===== config.mk =====
export PLATFORM = sky130hd
export DESIGN_NAME = pipelined_cla_adder
export DESIGN_NICKNAME = d
export VERILOG_FILES = /design/src/rtl/cla_pkg.sv /design/src/rtl/cla_group.sv /design/src/rtl/pipelined_cla_adder.sv
export SDC_FILE = /design/constraint.sdc
export NUM_CORES = 1
export LEC_CHECK = 0
export BUFFER_PORTS_ARGS = -buffer_cell sky130_fd_sc_hd__buf_4
export CAP_MARGIN = 15
export CORE_MARGIN = 8
export CORE_UTILIZATION = 61
export DETAILED_ROUTE_END_ITERATION = 8
export GPL_ROUTABILITY_DRIVEN = 1
export PLACE_DENSITY_LB_ADDON = 0.2
export SETUP_SLACK_MARGIN = 0.2
export SYNTH_ARGS = -nofsm -noshare
export SYNTH_HDL_FRONTEND = slang
export SYNTH_SLANG_ARGS = --single-unit

===== constraint.sdc =====
create_clock -name CLK -period 4.2 [get_ports CLK]
set_clock_uncertainty 0.15 [all_clocks]
set_input_delay 0.84 -clock CLK [delete_from_list [all_inputs] [get_ports CLK]]
set_output_delay 0.84 -clock CLK [all_outputs]
set_load 0.03 [all_outputs]

===== src/rtl/cla_pkg.sv =====
// Shared definitions for the pipelined carry-lookahead adder.
// The stage control flags are common to every width; the full stage record
// (which also needs the operand width) is built on top of them in the adder.
package cla_pkg;

  localparam int DEFAULT_GROUP = 4;

  // One pipeline stage per lookahead group.
  function automatic int stage_count(input int n, input int group);
    return n / group;
  endfunction

  // Per-stage control flags that travel alongside the data slices.
  typedef struct packed {
    logic valid;   // stage holds a live beat
    logic carry;   // carry out of the groups resolved so far
    logic ovf;     // signed overflow of the sum resolved so far
    logic sign_a;  // A[N-1], kept for the final overflow decision
    logic sign_b;  // Bop[N-1], kept for the final overflow decision
  } stage_ctl_t;

endpackage


===== src/rtl/cla_group.sv =====
// Combinational GROUP-bit carry-lookahead slice.
// Every internal carry is formed from the group-prefix generate/propagate
// terms and the group carry-in, so no carry ripples bit to bit.
module cla_group
  import cla_pkg::*;
#(
  parameter int GROUP = DEFAULT_GROUP
) (
  input  logic [GROUP-1:0] a,
  input  logic [GROUP-1:0] b,
  input  logic             cin,
  output logic [GROUP-1:0] sum,
  output logic             cout,
  output logic             g,
  output logic             p
);

  logic [GROUP-1:0] gen;
  logic [GROUP-1:0] prop;
  logic [GROUP-1:0] gg;   // generate of bits i..0
  logic [GROUP-1:0] pp;   // propagate of bits i..0
  logic [GROUP:0]   c;

  assign gen   = a & b;
  assign prop  = a ^ b;
  assign gg[0] = gen[0];
  assign pp[0] = prop[0];
  assign c[0]  = cin;

  genvar gi;
  generate
    for (gi = 1; gi < GROUP; gi++) begin : g_prefix
      assign gg[gi] = gen[gi] | (prop[gi] & gg[gi-1]);
      assign pp[gi] = prop[gi] & pp[gi-1];
    end
    for (gi = 0; gi < GROUP; gi++) begin : g_carry
      assign c[gi+1] = gg[gi] | (pp[gi] & cin);
    end
  endgenerate

  assign sum  = prop ^ c[GROUP-1:0];
  assign cout = c[GROUP];
  assign g    = gg[GROUP-1];
  assign p    = pp[GROUP-1];

endmodule


===== src/rtl/pipelined_cla_adder.sv =====
// Pipelined carry-lookahead adder/subtractor with a valid/ready stream.
// Stage k resolves bits (k+1)*GROUP-1 : k*GROUP; the carry between groups is
// registered, and the unresolved operand bits are shifted down one group per
// stage so every stage always works on the low GROUP bits of its remainder.
module pipelined_cla_adder
  import cla_pkg::*;
#(
  parameter int N     = 16,
  parameter int GROUP = DEFAULT_GROUP
) (
  input  logic         CLK,
  input  logic         RST,
  input  logic         IN_VALID,
  output logic         IN_READY,
  input  logic [N-1:0] A,
  input  logic [N-1:0] B,
  input  logic         CIN,
  input  logic         SUB,
  output logic         OUT_VALID,
  input  logic         OUT_READY,
  output logic [N:0]   RESULT,
  output logic         OVF
);

  localparam int STAGES = stage_count(N, GROUP);

  typedef struct packed {
    stage_ctl_t   ctl;
    logic [N-1:0] sum;    // sum bits resolved so far
    logic [N-1:0] a_rem;  // unresolved A bits, next group in the low bits
    logic [N-1:0] b_rem;  // unresolved Bop bits, next group in the low bits
  } stage_t;

  stage_t stage_reg  [STAGES];
  stage_t stage_in   [STAGES];  // what each stage consumes this cycle
  stage_t stage_next [STAGES];  // what each stage would capture

  logic [GROUP-1:0] grp_sum [STAGES];
  logic             grp_cout [STAGES];
  // Group generate/propagate matter only for a second lookahead level; with
  // one group resolved per stage the registered carry is the group carry-out.
  logic             grp_g_unused [STAGES];
  logic             grp_p_unused [STAGES];

  logic         adv;
  logic [N-1:0] b_op;
  logic         c0;

  assign adv      = !stage_reg[STAGES-1].ctl.valid || OUT_READY;
  assign IN_READY = adv;
  assign b_op     = SUB ? ~B : B;
  assign c0       = SUB ? 1'b1 : CIN;

  genvar gi;
  generate
    for (gi = 0; gi < STAGES; gi++) begin : g_stage
      stage_t           cur;
      stage_t           nxt;
      logic [N-1:0]     sum_acc;

      if (gi == 0) begin : g_first
        // Stage 0 takes its operands straight from the input beat.
        always_comb begin
          cur            = '0;
          cur.ctl.valid  = IN_VALID;
          cur.ctl.carry  = c0;
          cur.ctl.sign_a = A[N-1];
          cur.ctl.sign_b = b_op[N-1];
          cur.a_rem      = A;
          cur.b_rem      = b_op;
        end
      end else begin : g_rest
        assign cur = stage_reg[gi-1];
      end

      assign stage_in[gi] = cur;

      cla_group #(.GROUP(GROUP)) u_group (
        .a    (cur.a_rem[GROUP-1:0]),
        .b    (cur.b_rem[GROUP-1:0]),
        .cin  (cur.ctl.carry),
        .sum  (grp_sum[gi]),
        .cout (grp_cout[gi]),
        .g    (grp_g_unused[gi]),
        .p    (grp_p_unused[gi])
      );

      // Fold this group's sum in, pass the carry on, shift the operands down.
      always_comb begin
        sum_acc                        = cur.sum;
        sum_acc[gi*GROUP +: GROUP]     = grp_sum[gi];
        nxt                            = cur;
        nxt.sum                        = sum_acc;
        nxt.a_rem                      = cur.a_rem >> GROUP;
        nxt.b_rem                      = cur.b_rem >> GROUP;
        nxt.ctl.carry                  = grp_cout[gi];
        nxt.ctl.ovf                    = (cur.ctl.sign_a == cur.ctl.sign_b) &&
                                         (sum_acc[N-1] != cur.ctl.sign_a);
      end

      assign stage_next[gi] = nxt;
    end
  endgenerate

  // Whole pipe shifts together on adv; bubbles clear only the valid bit so
  // stale data (and hence RESULT) holds during idle cycles.
  always_ff @(posedge CLK) begin
    if (RST) begin
      for (int i = 0; i < STAGES; i++) begin
        stage_reg[i] <= '0;
      end
    end else if (adv) begin
      for (int i = 0; i < STAGES; i++) begin
        if (stage_in[i].ctl.valid) begin
          stage_reg[i] <= stage_next[i];
        end else begin
          stage_reg[i].ctl.valid <= 1'b0;
        end
      end
    end
  end

  assign OUT_VALID = stage_reg[STAGES-1].ctl.valid;
  assign RESULT    = {stage_reg[STAGES-1].ctl.carry, stage_reg[STAGES-1].sum};
  assign OVF       = stage_reg[STAGES-1].ctl.ovf;

endmodule

Word level (Yosys, flattened, before mapping) --
Memory sizes are Yosys's and may differ from the RTL's. Index checks and enable logic that the tools add are counted. Widths: inputs -> output; s select.
Cells by class: reduce and logical (&&, ||, !) cells 6, equal/unequal tests 7, muxes and demuxes 44, bitwise operators 89
Operators by type and width (number):
- $mux 45 | 4
- $and 1x1->1 | 40
- $mux 1 | 39
- $or 1x1->1 | 36
- $xor 4x4->4 | 8
- $and 4x4->4 | 4
- $mux 16 | 1
- $not 16->16 | 1
- $eq 1x1->1 | 4
- $logic_and 1x1->1 | 4
- $ne 1x1->1 | 3
- $logic_not 1->1 | 1
- $logic_or 1x1->1 | 1
Word-level totals: input bits 38, memories 1, memory bits (writable) 180, bits in registers 0
Memories:
- stage_reg | depth 4, width 45, rd ports 4, clocked after memory_dff 0, wr ports 4, line pipelined_cla_adder.sv:34 | stage_t stage_reg [STAGES];

Depth between registers and ports, before layout --
Gate-level depths: netlist of the first run.
depth in word-level cells 12, depth in mapped cells 7, depth with buffers taken out 5

Cells and area by module --
Synthesis of the first run repeated with hierarchy kept, for this count alone.
Second synthesis, totals: cell total of the unflattened synthesis 352, area total of the unflattened synthesis 5157.4 µm²
By module, submodules not included:
- pipelined_cla_adder | area an instance 4428.0 µm², seq. area each 2912.8 µm², cells each 256, times used 1
- cla_group at g_stage[0].u_group ... | area an instance 181.4 µm², seq. area each 0.0 µm², cells each 24, times used 3
- cla_group at g_stage[3].u_group | area an instance 185.2 µm², seq. area each 0.0 µm², cells each 24, times used 1

Worst setup path after synthesis of the first run --
Ideal clock, no wire load.
kind in2reg, from input OUT_READY, to memory stage_reg[0][0] (netlist name), enable pin, library setup time 386 ps, setup slack 1623 ps, data arrival time 2041 ps, stages 5, required time 3664 ps, cells stage by stage nand2b_4 buf_6 buf_2 nand2_1 nand2_1
RTL lines:
- from (decl) | line pipelined_cla_adder.sv:20 | input logic OUT_READY,
- to (decl) | line pipelined_cla_adder.sv:34

Worst setup path in the final report of the first run --
from input OUT_READY, to output IN_READY
On the way: word-level cells in the longest chain between the ends 1
RTL lines:
- $logic_or 1x1->1 | line pipelined_cla_adder.sv:49 | assign adv = !stage_reg[STAGES-1].ctl.valid || OUT_READY;
- to (decl) | line pipelined_cla_adder.sv:14 | output logic IN_READY,
Every way passes these cells.

==> out/results.tsv, run 1 <==
metric	value	unit
avgRoutedWirePerCell	13.73	um
synth_seq_cells	97	
ys_async_sr_fraction	0	
nets	428	
status	complete, no violations	
syn_to_final_growth	14.14	%
finalMaxSlewViolations	0	
most-common-layout-cells	edfxtp_1, buf_4, and2_1	
fin_setup_tns	0	ns
grt_pass1_vias	2523	
start_kind	primary input	
synthTopCellsByArea	edfxtp_1, and2_1, ha_1	
drive_gt1_frac	0.2667	
yosysUniqueCellTypes	39	
grt_first_pass_wirelength	10.91	mm
drc_errors	0	
rsz0062_at_grt	no	
finalNonFillerCells	474	
hpwl	4.899	mm
place.gp.congestion	0.7376	
synth_edf_count	97	
dieArea	0.01044	mm^2
die_y	102.2	um
slew_headroom	0.3745	
layout_commonest_cell	edfxtp_1	
antenna_found_initial	0	
totalWireLength	6.509	mm
postCtsHoldBufs	0	
firstDrtPassIters	4	
yosysWarnings	0	
hold_viol	0	
clockBufferDepth	2	
place_ws	1.449	ns
syn-cell-area	0.004529	mm^2
p_leak	2.174	nW
path_max_fanout	35	
synth_area_leader_cell	edfxtp_1	
via_per_inst	5.169	
dp.cells	457	
grt_util_all_layers	0.1350	
grt_start_max_net_pins	36	
cts.clk_slew.worst_paths	0.08	ns
ir_drop	0.0001890	V
fill_cells	509	
cts_num_sinks	97	
min_period	2.477	ns
antenna_cells	0	
largest_register_ffs	97	
critical_path_class	in2out	
tightest_slew	0.9360	ns
utilization	0.7166	
synth_nets	373	
dr_total_vias	2450	
fin_crit_sh	0.5897	
grt_overflow_total	0	
io_buffers	57	
drt_iter0_markers	59	
cts_buffers	9	
worst_ep_required_time	3.21	ns
synth_flop_cell	edfxtp_1	
insertion_delay	0.35	ns
cts_tree	done	
ant_nets	0	
post-cts-setup-buffers	0	
h-tree-depth	3	
cp-end-kind	output pin	
cap_violations	0	
cts_resized	0	
row_count	31	
die_width	102.2	um
synth_top_cell_area_share	0.6431	
crit_arrival	1.49	ns
power_density	377.8	mW/mm^2
syn_avg_cell_area	14.38	um^2
core	0.007214	mm^2
cts_root_buf	clkbuf_8	
yosysSeqAreaShare	0.6431	
final.setup.worst_slack	1.723	ns
max_freq	403.8	MHz
synth_cells	315	
start_util	0.6278	
finalSetupViolations	0	
holdCritPathClass	reg2reg	
io_pins	58	
==> logic make-up after synthesis <==
family                     after synthesis  share of synthesized area
xor gates and xnor gates                20                    0.03867
adders and majority gates               20                    0.06188
buffers and inverters                   30                    0.03840
DFF                                     97                     0.6431
muxes                                    5                    0.01105
AOI/OAI and AO/OA                       26                    0.04447
and+or+nand+nor                        117                     0.1624
==> report_power, final <==
part | switching (mW) | total, mW | leakage [nW] | internal, mW
clock network | 0.297 | 0.571 | 0.0832 | 0.274
logic | 0.127 | 0.228 | 1.05 | 0.102
registers | 0.0196 | 1.15 | 1.04 | 1.13
==> synthesized netlist by cell type (2+ instances only) <==
cell,instances
a211o_1,4
a211oi_1,2
a21o_1,4
a21oi_1,2
a21oi_2,2
and2_1,34
and2_4,16
and3_1,14
buf_2,4
buf_4,3
buf_6,6
edfxtp_1,97
fa_1,4
ha_1,16
inv_1,13
inv_2,3
mux2i_1,5
nand2_1,11
nand2b_1,4
nand3_1,3
nand4_1,6
nand4b_1,2
nor2_1,18
nor3_1,2
o21a_1,3
o21ai_0,2
o2bb2ai_1,5
xnor2_1,14
xor2_1,6
==> area by class of cell <==
class	count	area (um^2)	share of cell area
Timing Repair Buffer	58	442.9	0.08567
Inverter	16	60.06	0.01162
Tap cell	99	123.9	0.02396
Multi-Input combinational cell	188	1443	0.2790
Clock inverter	5	56.30	0.01089
Sequential cell	97	2913	0.5634
Clock buffer	11	131.4	0.02541
==> layer usage <==
metal,vias up,part of all wire,global-route usage
met1,1142,0.42,0.1403
met5,-,0,0
met2,64,0.50,0.2404
li1,1233,-,-
met4,0,0.029,0.08465
met3,11,0.047,0.03134
==> metrics by stage <==
step                      hold slack, ns  area, um^2  total power, mW
after floorplan                   0.3467        4529            1.332
after global placement            0.3538        4967            1.392
after detailed placement          0.3533        4967            1.405
after CTS                         0.3733        5155            1.964
after global routing              0.3912        5170            2.033
final                             0.3710        5170            1.953
==> final timing paths <==
| check | from | end | slack (ns) | depth (start not counted) |
|---|---|---|---|---|
| worst max register to register | stage_reg[3][44]$_SDFFCE_PP0P_ | stage_reg[1][18]$_SDFFCE_PN0P_ | 2.13 | 3 |
| worst min register to register | stage_reg[0][25]$_SDFFCE_PN0P_ | stage_reg[1][25]$_SDFFCE_PN0P_ | 0.37 | 1 |
| worst max-delay path | OUT_READY | IN_READY | 1.72 | 3 |
| worst min-delay path | stage_reg[0][25]$_SDFFCE_PN0P_ | stage_reg[1][25]$_SDFFCE_PN0P_ | 0.37 | 1 |
==> critical path: stages <==
cell and delay (ns):
buf_4 0.11, nand2b_4 0.28, buf_4 0.25
Power figures use the tool's default switching activity.
==> run 2, diff against run 1 <==
--- a/config.mk
+++ b/config.mk
@@ -8,7 +8,7 @@
 export BUFFER_PORTS_ARGS = -buffer_cell sky130_fd_sc_hd__buf_4
 export CAP_MARGIN = 15
 export CORE_MARGIN = 8
-export CORE_UTILIZATION = 61
+export CORE_UTILIZATION = 58
 export DETAILED_ROUTE_END_ITERATION = 8
 export GPL_ROUTABILITY_DRIVEN = 1
 export PLACE_DENSITY_LB_ADDON = 0.2
==> constraint.sdc (replaced) <==
create_clock -name CLK -period 2.35 [get_ports CLK]
set_clock_uncertainty 0.15 [all_clocks]
set_input_delay 0.47 -clock CLK [delete_from_list [all_inputs] [get_ports CLK]]
set_output_delay 0.47 -clock CLK [all_outputs]
set_load 0.03 [all_outputs]
==> out/results.tsv, run 2 (synthesis gave the netlist of run 1 again) <==
metric	value	unit
status	complete, no violations	
avgRoutedWirePerCell	13.23	um
p_clk_frac	0.333	
start_util	0.5923	
r2r_end	stage_reg[3][42]$_SDFFCE_PN0P_	
grt_start_max_net_pins	36	
post-cts-setup-buffers	0	
h-tree-depth	3	
path_max_fanout	35	
drc_errors	0	
grt_overflow_total	0	
holdCritPathClass	in2reg	
timing.rr.start	stage_reg[2][0]$_SDFFCE_PN0P_	
min_from	A[5]	
startpoint	stage_reg[3][44]$_SDFFCE_PP0P_	
core	0.007647	mm^2
ant_nets	0	
nets	433	
via_per_inst	4.952	
dieArea	0.01089	mm^2
r2r_setup_slack	0.51	ns
p_leak	2.226	nW
tightest_slew	0.5416	ns
cap_violations	0	
io_buffers	57	
crit_arrival	1.34	ns
grt_pass1_vias	2471	
cp_cell_sequence	nand2b_4 -> buf_4	
cts_buffers	9	
swShare	0.2137	
cts_resized	0	
utilization	0.6872	
insertion_delay	0.35	ns
crit_cells	2	
seqPwrFrac	0.556	
combPwrFrac	0.111	
power_density	705.6	mW/mm^2
holdWs	0.2414	ns
finalMaxSlewViolations	0	
slowest_delay	0.44	ns
cts_tree	done	
hold_viol	0	
fin_crit_sh	0.8327	
min_period	1.957	ns
cts.clk_slew.worst_paths	0.09	ns
largest_register_ffs	97	
critical_path_class	reg2out	
p_switching	792.3	uW
ir_drop	0.0004513	V
cts_num_sinks	97	
worst_path_dominant_cell_family	flip-flops	
io_pins	58	
most-common-layout-cells	edfxtp_1, buf_4, and2_1	
row_count	32	
antenna_cells	0	
finalSetupViolations	0	
fin_setup_tns	0	ns
hold_depth	2	
place.gp.congestion	0.7538	
firstDrtPassIters	4	
cpMaxStageDelayCell	edfxtp_1	
fill_cells	540	
syn_to_final_growth	16.02	%
intPower	2.916	mW
cp-end-kind	output pin	
postCtsHoldBufs	0	
grt_first_pass_wirelength	11.04	mm
drt_iter0_markers	84	
max_freq	511.0	MHz
antenna_found_initial	0	
worst-path-buf-inv	1	
cts_root_buf	clkbuf_8	
rsz0062_at_grt	no	
worst_ep_required_time	1.73	ns
crit_path_end	IN_READY	
ff2ff_path_depth	4	
die_width	104.4	um
drive_gt1_frac	0.2842	
hpwl	4.686	mm
die_y	104.4	um
totalWireLength	6.377	mm
slew_headroom	0.6376	
clockBufferDepth	2	
dr_total_vias	2387	
start_kind	flip-flop	
layout_commonest_cell	edfxtp_1	
grt_util_all_layers	0.1238	
run 2: cell count changes in the layout (fill, tap and decap cells not counted):
cell        delta
nand2_2        +2
clkbuf_1       -1
bufinv_16      +2
nand2_1        -2
buf_4          +6
buf_8          -1
clkinvlp_4     -2
clkinv_2       +1
run 2: final cells by class:
type	count	area, um^2	share of cell area
Clock buffer	10	127.6	0.02429
Tap cell	102	127.6	0.02429
Timing Repair Buffer	63	473.0	0.09000
Multi-Input combinational cell	188	1448	0.2755
Clock inverter	6	106.4	0.02024
Sequential cell	97	2913	0.5543
Inverter	16	60.06	0.01143
run 2: routing by layer:
| metal | vias up | global-route usage | share of wire |
|---|---|---|---|
| met5 | - | 0 | 0 |
| met4 | 0 | 0.06825 | 0.018 |
| met3 | 8 | 0.03717 | 0.061 |
| met2 | 65 | 0.2131 | 0.50 |
| met1 | 1077 | 0.1330 | 0.42 |
| li1 | 1237 | - | - |
run 2: worst min path at each step:
| stage | to | slack [ns] |
|---|---|---|
| after floorplan | stage_reg[1][0]$_SDFFCE_PN0P_ | 0.35 |
| after global placement | stage_reg[1][13]$_SDFFCE_PN0P_ | 0.35 |
| after detailed placement | stage_reg[1][12]$_SDFFCE_PN0P_ | 0.35 |
| after CTS | stage_reg[0][13]$_SDFFCE_PN0P_ | 0.23 |
| after global routing | stage_reg[0][21]$_SDFFCE_PN0P_ | 0.23 |
| final | stage_reg[0][13]$_SDFFCE_PN0P_ | 0.24 |
run 2: power groups by stage:
stage	Sequential (mW)	Clock, mW	Combinational [mW]
final	2.06	1.23	0.413
after detailed placement	2.10	0	0.414
after global routing	2.07	1.32	0.459
after global placement	2.10	0	0.398
after floorplan	2.13	0	0.252
after CTS	2.06	1.26	0.418
run 2: through the flow:
step,power [mW],setup slack [ns],area (um^2),std cells
floorplan,2.381,0.2095,4534,315
global placement,2.496,0.3014,5021,466
detailed placement,2.515,0.2614,5021,466
CTS,3.739,0.3672,5255,482
global route,3.849,0.2911,5255,482
finish,3.708,0.3931,5255,482
